$ cat src/rtl/scroll_engine_if.sv
// rtl/scroll_engine_if.sv - load/pulse inputs and scrolled-coordinate outputs of the scroll engine
// master drives the load side (jump logic), slave is the engine itself.
interface scroll_engine_if #(
    parameter int W       = 10,
    parameter int N_STAGE = 2,
    parameter int STEP_W  = 3
) ();
    logic                 start;
    logic                 pulse;
    logic [STEP_W-1:0]    step;
    logic [W-1:0]         man_x;
    logic [N_STAGE*W-1:0] stage_x;
    logic                 busy;
    logic                 done;
    logic [W-1:0]         new_man_x;
    logic [N_STAGE*W-1:0] new_stage_x;
    logic [N_STAGE-1:0]   gone;
    logic [7:0]           move_cnt;

    modport master (
        output start, pulse, step, man_x, stage_x,
        input  busy, done, new_man_x, new_stage_x, gone, move_cnt
    );

    modport slave (
        input  start, pulse, step, man_x, stage_x,
        output busy, done, new_man_x, new_stage_x, gone, move_cnt
    );
endinterface

$ cat src/rtl/scroll_engine.sv
// rtl/scroll_engine.sv - camera scroll: shifts player and N stages left until the player reaches TARGET_X
// Optional SCROLL_EASE_EN: step shrinks to max(1, rem>>2) near the target.
module scroll_engine #(
    parameter int W        = 10,
    parameter int N_STAGE  = 2,
    parameter int TARGET_X = 60,
    parameter int STEP_W   = 3
) (
    input  logic            clk,
    input  logic            rst_n,
    scroll_engine_if.slave  bus
);
    typedef enum logic [1:0] {IDLE, SCROLL, DONE} state_t;

    localparam logic [W-1:0] TGT = W'(TARGET_X);

    state_t               state, state_n;
    logic [W-1:0]         man_q;
    logic [N_STAGE*W-1:0] stage_q;
    logic [W-1:0]         step_q;
    logic [N_STAGE-1:0]   gone_q;
    logic [7:0]           cnt_q;
    logic                 busy_q, done_q;

    logic                 load, do_move, at_target;
    logic [W-1:0]         step_in, rem, lim, s_eff;
    logic [N_STAGE*W-1:0] stage_mv;
    logic [N_STAGE-1:0]   gone_mv;

    always_comb begin
        step_in = W'(bus.step);
        if (step_in == '0) begin
            step_in = W'(1);
        end
    end

    assign at_target = (man_q <= TGT);
    assign rem       = man_q - TGT;

`ifdef SCROLL_EASE_EN
    always_comb begin
        lim = rem >> 2;
        if (lim == '0) begin
            lim = W'(1);
        end
    end
`else
    assign lim = rem;
`endif

    // Clamping to rem means the player can never pass TARGET_X.
    assign s_eff = (step_q < lim) ? step_q : lim;

    always_comb begin
        stage_mv = stage_q;
        gone_mv  = gone_q;
        for (int i = 0; i < N_STAGE; i++) begin
            if (stage_q[i*W +: W] >= s_eff) begin
                stage_mv[i*W +: W] = stage_q[i*W +: W] - s_eff;
            end else begin
                stage_mv[i*W +: W] = '0;
                gone_mv[i]         = 1'b1;
            end
        end
    end

    always_comb begin
        state_n = state;
        load    = 1'b0;
        do_move = 1'b0;
        case (state)
            IDLE: begin
                if (bus.start) begin
                    load    = 1'b1;
                    state_n = SCROLL;
                end
            end
            SCROLL: begin
                // Completion check wins over a coincident pulse.
                if (at_target) begin
                    state_n = DONE;
                end else if (bus.pulse) begin
                    do_move = 1'b1;
                end
            end
            DONE:    state_n = IDLE;
            default: state_n = IDLE;
        endcase
    end

    always_ff @(posedge clk or negedge rst_n) begin
        if (!rst_n) begin
            state   <= IDLE;
            busy_q  <= 1'b0;
            done_q  <= 1'b0;
            man_q   <= '0;
            stage_q <= '0;
            step_q  <= '0;
            gone_q  <= '0;
            cnt_q   <= '0;
        end else begin
            state  <= state_n;
            busy_q <= (state_n == SCROLL);
            done_q <= (state_n == DONE);
            if (load) begin
                man_q   <= bus.man_x;
                stage_q <= bus.stage_x;
                step_q  <= step_in;
                gone_q  <= '0;
                cnt_q   <= '0;
            end else if (do_move) begin
                man_q   <= man_q - s_eff;
                stage_q <= stage_mv;
                gone_q  <= gone_mv;
                if (cnt_q != 8'hFF) begin
                    cnt_q <= cnt_q + 8'd1;
                end
            end
        end
    end

    assign bus.busy        = busy_q;
    assign bus.done        = done_q;
    assign bus.new_man_x   = man_q;
    assign bus.new_stage_x = stage_q;
    assign bus.gone        = gone_q;
    assign bus.move_cnt    = cnt_q;
endmodule
$ cat src/flat_wrapper.sv
// flat-port wrapper written by rule: the top's interface ports become plain ports
module scroll_engine_flat 
#(
    parameter int W        = 10,
    parameter int N_STAGE  = 2,
    parameter int TARGET_X = 60,
    parameter int STEP_W   = 3
)
  (clk, rst_n, bus_start, bus_pulse, bus_step, bus_man_x, bus_stage_x, bus_busy, bus_done, bus_new_man_x, bus_new_stage_x, bus_gone, bus_move_cnt);
  scroll_engine_if #(.W(W), .N_STAGE(N_STAGE), .STEP_W(STEP_W)) bus_i ();
  input  logic clk;
  input  logic rst_n;
  input wire logic [$bits(bus_i.start)-1:0] bus_start;
  input wire logic [$bits(bus_i.pulse)-1:0] bus_pulse;
  input wire logic [$bits(bus_i.step)-1:0] bus_step;
  input wire logic [$bits(bus_i.man_x)-1:0] bus_man_x;
  input wire logic [$bits(bus_i.stage_x)-1:0] bus_stage_x;
  output wire logic [$bits(bus_i.busy)-1:0] bus_busy;
  output wire logic [$bits(bus_i.done)-1:0] bus_done;
  output wire logic [$bits(bus_i.new_man_x)-1:0] bus_new_man_x;
  output wire logic [$bits(bus_i.new_stage_x)-1:0] bus_new_stage_x;
  output wire logic [$bits(bus_i.gone)-1:0] bus_gone;
  output wire logic [$bits(bus_i.move_cnt)-1:0] bus_move_cnt;
  assign bus_i.start = bus_start;
  assign bus_i.pulse = bus_pulse;
  assign bus_i.step = bus_step;
  assign bus_i.man_x = bus_man_x;
  assign bus_i.stage_x = bus_stage_x;
  assign bus_busy = bus_i.busy;
  assign bus_done = bus_i.done;
  assign bus_new_man_x = bus_i.new_man_x;
  assign bus_new_stage_x = bus_i.new_stage_x;
  assign bus_gone = bus_i.gone;
  assign bus_move_cnt = bus_i.move_cnt;
  scroll_engine #(.W(W), .N_STAGE(N_STAGE), .TARGET_X(TARGET_X), .STEP_W(STEP_W)) u_core (.clk(clk), .rst_n(rst_n), .bus(bus_i));
endmodule
$ cat config.mk
export PLATFORM = sky130hd
export DESIGN_NAME = scroll_engine_flat
export DESIGN_NICKNAME = d
export VERILOG_FILES = /design/src/rtl/scroll_engine_if.sv /design/src/rtl/scroll_engine.sv /design/src/flat_wrapper.sv
export SDC_FILE = /design/constraint.sdc
export NUM_CORES = 1
export LEC_CHECK = 0
export CAP_MARGIN = 20
export CELL_PAD_IN_SITES_DETAIL_PLACEMENT = 1
export CELL_PAD_IN_SITES_GLOBAL_PLACEMENT = 2
export CORE_UTILIZATION = 30
export DETAILED_ROUTE_END_ITERATION = 10
export PLACE_DENSITY_LB_ADDON = 0.1
export SYNTH_ARGS = -nofsm -noshare
export SYNTH_HDL_FRONTEND = slang
export SYNTH_SLANG_ARGS = --single-unit
$ cat constraint.sdc
create_clock -name clk -period 5.2 [get_ports clk]
set_clock_uncertainty 0.1 [all_clocks]
set_input_delay 1.56 -clock clk [delete_from_list [all_inputs] [get_ports clk]]
set_output_delay 1.56 -clock clk [all_outputs]
set_load 0.1 [all_outputs]
Yosys cells after proc, flatten, opt, wreduce, memory -nomap -nowiden --
Cells that the tools add are included.
Word-level totals: bits in registers 54, logic and storage cells 54
Cells by class: add/subtract/negate cells 5, magnitude comparators 4, equality and inequality tests 6, multiplexer cells 23, reductions and logical operators 7
Operator list (count):
- two-way mux 10 bit | 5
- two-way mux 20 bit | 2
- subtractor 10 bit | 3
- two-way mux 8 bit | 3
- greater-or-equal comparator 10 bit | 2
- less-or-equal comparator 10 x 6 -> 1 bit, second input constant | 1
- < comparator 10 bit | 1
- subtractor 10 x 6 -> 10 bit, second input constant | 1
- adder 8 x 1 -> 8 bit, second input constant | 1
- two-way mux 2 bit | 4
- inequality test 8 bit, second input constant | 1
- two-way mux 1 bit | 7
- AND reduction 2 bit | 3
- equality test 2 x 1 -> 1 bit, second input constant | 2
- inequality test 2 x 1 -> 1 bit, second input constant | 2
- one-hot mux 2 bit (2 select lines) | 1
- nonzero test 2 bit | 2
- logical NOT 3 bit | 1
- two-way mux 3 bit | 1
- equality test 2 bit, second input constant | 1
- logical NOT 2 bit | 1

Longest topological paths before layout --
depth in word-level cells 7, gate-level depth with buffers 17, gate-level depth less buffers 16

Worst setup path before layout --
No wires, ideal clock.
kind flip-flop to flip-flop, from reg u_core.man_q[1], in the netlist u_core.bus.new_man_x[1], to reg u_core.stage_q[18], in the netlist u_core.bus.new_stage_x[18], arrival 4.232 ns, path slack 0.742 ns, cell stages (with the launch flop) 18, path buffers 1, clock period less this slack 4.458 ns, cells stage by stage dfrtp_1 inv_1 ha_1 o21ai_0 o21bai_1 nand4_1 nor2_1 mux2_2 ha_1 inv_1 fa_1 a221o_1 o21ai_0 a32oi_1 and2_1 clkbuf_1 a221oi_1 nor2_1
On the way: cells in the longest elaborated chain, start to end 7, elaborated cells between the ends (all ways) 12
Ends and longest elaborated chain:
- from (decl) | RTL line scroll_engine.sv:18 | logic [W-1:0] man_q;
- from (signal assigned) | RTL line scroll_engine.sv:106 | man_q <= bus.man_x;
- from (signal assigned) | RTL line scroll_engine.sv:112 | man_q <= man_q - s_eff;
- subtractor 10 x 6 -> 10 bit | RTL line scroll_engine.sv:38 | assign rem = man_q - TGT;
- < comparator 10 bit | RTL line scroll_engine.sv:52 | assign s_eff = (step_q < lim) ? step_q : lim;
- two-way mux 10 bit | RTL line scroll_engine.sv:52
- subtractor 10 bit / greater-or-equal comparator 10 bit (equally long branches) | RTL line scroll_engine.sv:59, scroll_engine.sv:58
- two-way mux 10 bit | RTL line scroll_engine.sv:58 | if (stage_q[i*W +: W] >= s_eff) begin
- two-way mux 20 bit | RTL line scroll_engine.sv:111 | end else if (do_move) begin
- two-way mux 20 bit | RTL line scroll_engine.sv:105 | if (load) begin
- to (signal assigned) | RTL line scroll_engine.sv:107 | stage_q <= bus.stage_x;
- to (signal assigned) | RTL line scroll_engine.sv:113 | stage_q <= stage_mv;
- to (decl) | RTL line scroll_engine.sv:19 | logic [N_STAGE*W-1:0] stage_q;
Several ways; a longest one is shown, not always the timed one. The select of a mux whose other input is x is not followed. A chain may end at the register's enable or synchronous reset.

Worst setup path after layout --
from reg u_core.man_q[2], in the netlist u_core.bus.new_man_x[2], to reg u_core.stage_q[9], in the netlist u_core.bus.new_stage_x[9]
Same word-level chain as after synthesis.

==> results_dict.tcl <==
set metrics [dict create \
    status "completed" \
    die_w_um 108 \
    reg2reg_slack_ns 0.96 \
    gp_congestion 0.765 \
    grt_overflow 0 \
    async_flop_share_pct 100 \
    grt_pass1_wl_um 16400 \
    ys_warn_count 0 \
    ant_nets 0 \
    cts_tree "built" \
    crit_fanout 10 \
    drive_gt1_share_pct 4.41 \
    hold_class "register to register" \
    avgSynthCellArea_um2 8.75 \
    cts_max_level 2 \
    rows 38 \
    post_cts_resized 0 \
    seq_area_um2 1180 \
    fmax_mhz 236 \
    seq_area_frac_synth_pct 35.1 \
    post-cts-setup-buffers 0 \
    drcViolationCount 0 \
    diodes 0 \
    antenna_found_initial 0 \
    nets 546 \
    fin_hold_ws_ns 0.398 \
    r2r-end "u_core.bus.new_stage_x[9]$_DFFE_PN0P_" \
    synth-edff-count 0 \
    cp.required_ns 5.29 \
    final-hold-violation-count 0 \
    grt_setup_unrepaired "no" \
    syn2layout_area_growth_pct 31.8 \
    drt_first_iter_violations 96 \
    synth_top_area_share_pct 35.1 \
    grt_max_degree 48 \
    fillers 1302 \
    die_h_um 108 \
    yosys.cell_types.count 59 \
    ctsLongestPathBuffers 2 \
    whs_path_depth 2 \
    pin_count 79 \
    syn_area_um2 3350 \
    drt-wirelength-per-cell_um 15.9 \
    port_buffers 78 \
    clock_sinks 47 \
    dp_hpwl_um 7230 \
    multi_input_area_um2 2100 \
    final.min_clock_period_ns 4.24 \
    numCtsBuffers 5 \
    crit_type "register to register" \
    clkTransAtPathRegs_ns 0.12 \
    tns_ns 0 \
    viasPerCell 5.06 \
    die_area_um2 11600 \
    finalMaxSlewViolations 0 \
    drt-total-wl_um 9810 \
    synthCells 383 \
    finalCritPeriodShare_pct 81.5 \
    cts_hold_buf 0 \
    grt_pass1_vias 3240 \
    clock-root-buffer "clkbuf_8" \
    pre_cts_ws_ns 0.894 \
    slew_headroom_pct 34.6 \
    clk_latency_ns 0.32 \
    setup_slack_ns 0.962 \
    finalSetupViolations 0 \
    coreArea_um2 10800 \
    vias 3116 \
    worstMarginPinSlew_ns 0.977 \
    max_cap_viol_count 0 \
    cp-start-kind "register" \
    arrival_ns 4.33 \
    ys_seq_elements 47 \
    start_util_pct 30.9 \
    end_kind "register" \
    hp-start "u_core.bus.gone[1]$_DFFE_PN0P_" \
    track_usage_pct 18.1 \
    r2r_start "u_core.bus.new_man_x[2]$_DFFE_PN0P_" \
    synth.area.top_cells "dfrtp_1 (35%), ha_1 (12%), o21ai_0 (5.5%)" \
    min_delay_worst_endpoint "u_core.bus.gone[1]$_DFFE_PN0P_" \
    reg2reg_depth 15 \
    yosysTopAreaCell "dfrtp_1" \
    first_pass_iters 4 \
    ys.flop_type "dfrtp_1" \
]
[routing by layer]
layer  track usage (%)  wire length [um]  vias to the layer above
met5                 0                 0                        -
met4              3.82                80                        0
li1                  -                 -                     1553
met2              30.2              4570                       55
met3              2.36               297                        8
met1              24.7              4860                     1500
[logic make-up after synthesis]
| group | synth area share (%) |
|---|---|
| compound gates | 20.9 |
| xor+xnor | 6.27 |
| fa+ha+maj | 13.4 |
| buf+inv | 4.03 |
| flops | 35.1 |
| mux | 1.27 |
| other cells | 0.112 |
| simple gates | 18.9 |
[placed cells by master, fill, tap and decap left out, types with 5 or more instances in the layout]
cell,instances
a21o_1,6
a21oi_1,28
a221oi_1,6
a31oi_1,5
and3_1,10
clkbuf_8,5
clkdlybuf4s50_1,77
conb_1,18
dfrtp_1,47
ha_1,31
inv_1,19
nand2_1,29
nand3_1,6
nand4_1,9
nor2_1,43
nor2b_1,6
o21ai_0,37
xnor2_1,9
xor2_1,15
[registers in the layout, indices dropped and copies added, names as in the netlist]
name                    cells
u_core.bus.busy             1
u_core.bus.done             1
u_core.bus.gone             2
u_core.bus.move_cnt         8
u_core.bus.new_man_x       10
u_core.bus.new_stage_x     20
u_core.state                2
u_core.step_q               3
[layout make-up]
| class | instances | area share, % |
|---|---|---|
| Clock buffer | 5 | 1.56 |
| Clock inverter | 3 | 0.538 |
| Inverter | 19 | 1.61 |
| Multi-Input combinational cell | 321 | 47.6 |
| Sequential cell | 47 | 26.6 |
| Tap cell | 140 | 3.97 |
| Timing Repair Buffer | 81 | 18.1 |
[worst max path at each step]
stage                                   startpoint                                endpoint  slack [ns]  cells after the start
3_3_place_gp   u_core.bus.new_man_x[1]$_DFFE_PN0P_   u_core.bus.new_stage_x[9]$_DFFE_PN0P_         1.0                     16
2_1_floorplan  u_core.bus.new_man_x[1]$_DFFE_PN0P_  u_core.bus.new_stage_x[18]$_DFFE_PN0P_        0.74                     17
6_report       u_core.bus.new_man_x[2]$_DFFE_PN0P_   u_core.bus.new_stage_x[9]$_DFFE_PN0P_        0.96                     15
3_5_place_dp   u_core.bus.new_man_x[1]$_DFFE_PN0P_   u_core.bus.new_stage_x[9]$_DFFE_PN0P_        0.89                     16
5_1_grt        u_core.bus.new_man_x[1]$_DFFE_PN0P_   u_core.bus.new_stage_x[9]$_DFFE_PN0P_        0.56                     16
4_1_cts        u_core.bus.new_man_x[1]$_DFFE_PN0P_   u_core.bus.new_stage_x[9]$_DFFE_PN0P_        0.87                     16
[worst max-delay path, stage by stage (launching register included)]
cell and delay (ns):
dfrtp_1 0.52, ha_1 0.33, o21ai_0 0.08, o21bai_1 0.14
nand4_1 0.18, nor2_1 0.36, mux2_2 0.44, inv_1 0.17
ha_1 0.28, nor2b_1 0.13, o21ai_0 0.24, a21oi_1 0.15
o41ai_1 0.47, o21ai_0 0.22, xnor2_1 0.20, o21ai_0 0.09
[synthesized netlist by cell type (4+ instances only)]
cell type	number
inv_1	19
xor2_1	15
ha_1	31
a21oi_1	28
nor2b_1	6
o21ai_0	37
nand2_1	29
nand3_1	6
or3_1	4
dfrtp_1	47
nand4_1	9
a21o_1	6
or4_1	4
clkbuf_1	7
a221oi_1	6
a31oi_1	5
a22oi_1	4
nor2_1	43
xnor2_1	9
and3_1	10
nand2b_1	4
[per-stage QoR]
stage	util, %	cells	instance area [um^2]
global placement	39.9	608	4320
CTS	40.7	616	4420
global route	40.7	616	4420
finish	40.7	616	4420
floorplan	-	400	3410
detailed placement	39.9	608	4320
Power is left out: the tool's default activity adds up to more than one toggle a clock period on the data nets, which glitch-free logic cannot reach.
==> edit: new RTL, same flow settings <==
`W` is set to 10 in 3 places; all go to 5.
--- a/src/rtl/scroll_engine_if.sv
+++ b/src/rtl/scroll_engine_if.sv
@@ -1,7 +1,7 @@
 // rtl/scroll_engine_if.sv - load/pulse inputs and scrolled-coordinate outputs of the scroll engine
 // master drives the load side (jump logic), slave is the engine itself.
 interface scroll_engine_if #(
-    parameter int W       = 10,
+    parameter int W       = 5,
     parameter int N_STAGE = 2,
     parameter int STEP_W  = 3
 ) ();
--- a/src/rtl/scroll_engine.sv
+++ b/src/rtl/scroll_engine.sv
@@ -1,7 +1,7 @@
 // rtl/scroll_engine.sv - camera scroll: shifts player and N stages left until the player reaches TARGET_X
 // Optional SCROLL_EASE_EN: step shrinks to max(1, rem>>2) near the target.
 module scroll_engine #(
-    parameter int W        = 10,
+    parameter int W        = 5,
     parameter int N_STAGE  = 2,
     parameter int TARGET_X = 60,
     parameter int STEP_W   = 3
--- a/src/flat_wrapper.sv
+++ b/src/flat_wrapper.sv
@@ -1,7 +1,7 @@
 // flat-port wrapper written by rule: the top's interface ports become plain ports
 module scroll_engine_flat 
 #(
-    parameter int W        = 10,
+    parameter int W        = 5,
     parameter int N_STAGE  = 2,
     parameter int TARGET_X = 60,
     parameter int STEP_W   = 3
Ports: changed (resized bus_man_x, bus_new_man_x, bus_new_stage_x and bus_stage_x); port bits go from 79 to 49. No check against the original RTL was run, so the function may have changed too.
==> edit against the original RTL <==
- the run now ends with design-rule violations left
- area after synthesis shrank 40%
- critical path depth is 14 lower
- final area fell by 39%
- sequential cell count decreased by 15
- worst setup slack improved by 0.64 ns
- wire length shrank 46%
- maximum frequency increased by 18%
- via count shrank 45%
Power is not shown: default switching activity piles up to over one toggle a cycle in this logic, so the estimate is an artifact.
==> edit: results <==
export IMPL_fin_nets=306
export IMPL_placed_area_um2=2590
export IMPL_grt_util_all_layers_pct=16.4
export IMPL_grt_pass1_vias=1833
export IMPL_dpl_worst_slack_ns=1.46
export IMPL_hold_ws_ns=0.395
export IMPL_drive_gt1_share_pct=5.66
export IMPL_drcViolationCount=5
export IMPL_grt_start_max_net_pins=33
export IMPL_portBuffers=48
export IMPL_place_gp_congestion=0.734
export IMPL_outcome="complete, but fails checks"
export IMPL_dp_hpwl_mm=3.89
export IMPL_largest_reg_flops=10
export IMPL_path_delay_family="buffers and inverters"
export IMPL_cpPeakStageDelay_ns=1.19
export IMPL_grt_pass1_wl_mm=8.96
export IMPL_crit_slowest_cell="clkdlybuf4s50_1"
export IMPL_violations="design-rule violations"
export IMPL_crit_path_max_fanout=7
export IMPL_timing_final_crit_share_pct=69.2
export IMPL_holdPathStages=1
export IMPL_drt_pass1_iter_count=7
export IMPL_tightest_slew_ns=0.977
export IMPL_vias=1718
==> edit: cell types whose count changed in the layout (fill, tap and decap cells not counted), moves of 8 or more <==
cell / delta
dfrtp_1: -15
nand2_1: -11
a21oi_1: -15
clkdlybuf4s50_1: -29
inv_1: -9
conb_1: -14
xor2_1: -8
nor2_1: -21
o21ai_0: -25
ha_1: -14
==> edit: logic make-up after synthesis <==
kind of cell / share of synthesized area [%]
muxes: 0.994
buffers and inverters: 3.73
DFF: 39.8
other: 0.186
adders and majority gates: 13.5
xor gates and xnor gates: 5.65
and+or+nand+nor: 19.0
AOI/OAI and AO/OA: 17.1
==> edit: cell type report <==
cell class,instances,share of cell area (%)
clock buffer,8,3.36
sequential,32,29.9
multi-input combinational,164,42.9
inverter,10,1.40
timing repair buffer,51,18.8
tap,77,3.60
==> edit: routing by layer <==
metal / routed length (um) / track usage (%)
met5: 0 / 0
met4: 73 / 6.43
met3: 150 / 2.47
met2: 2570 / 28.2
met1: 2480 / 20.5
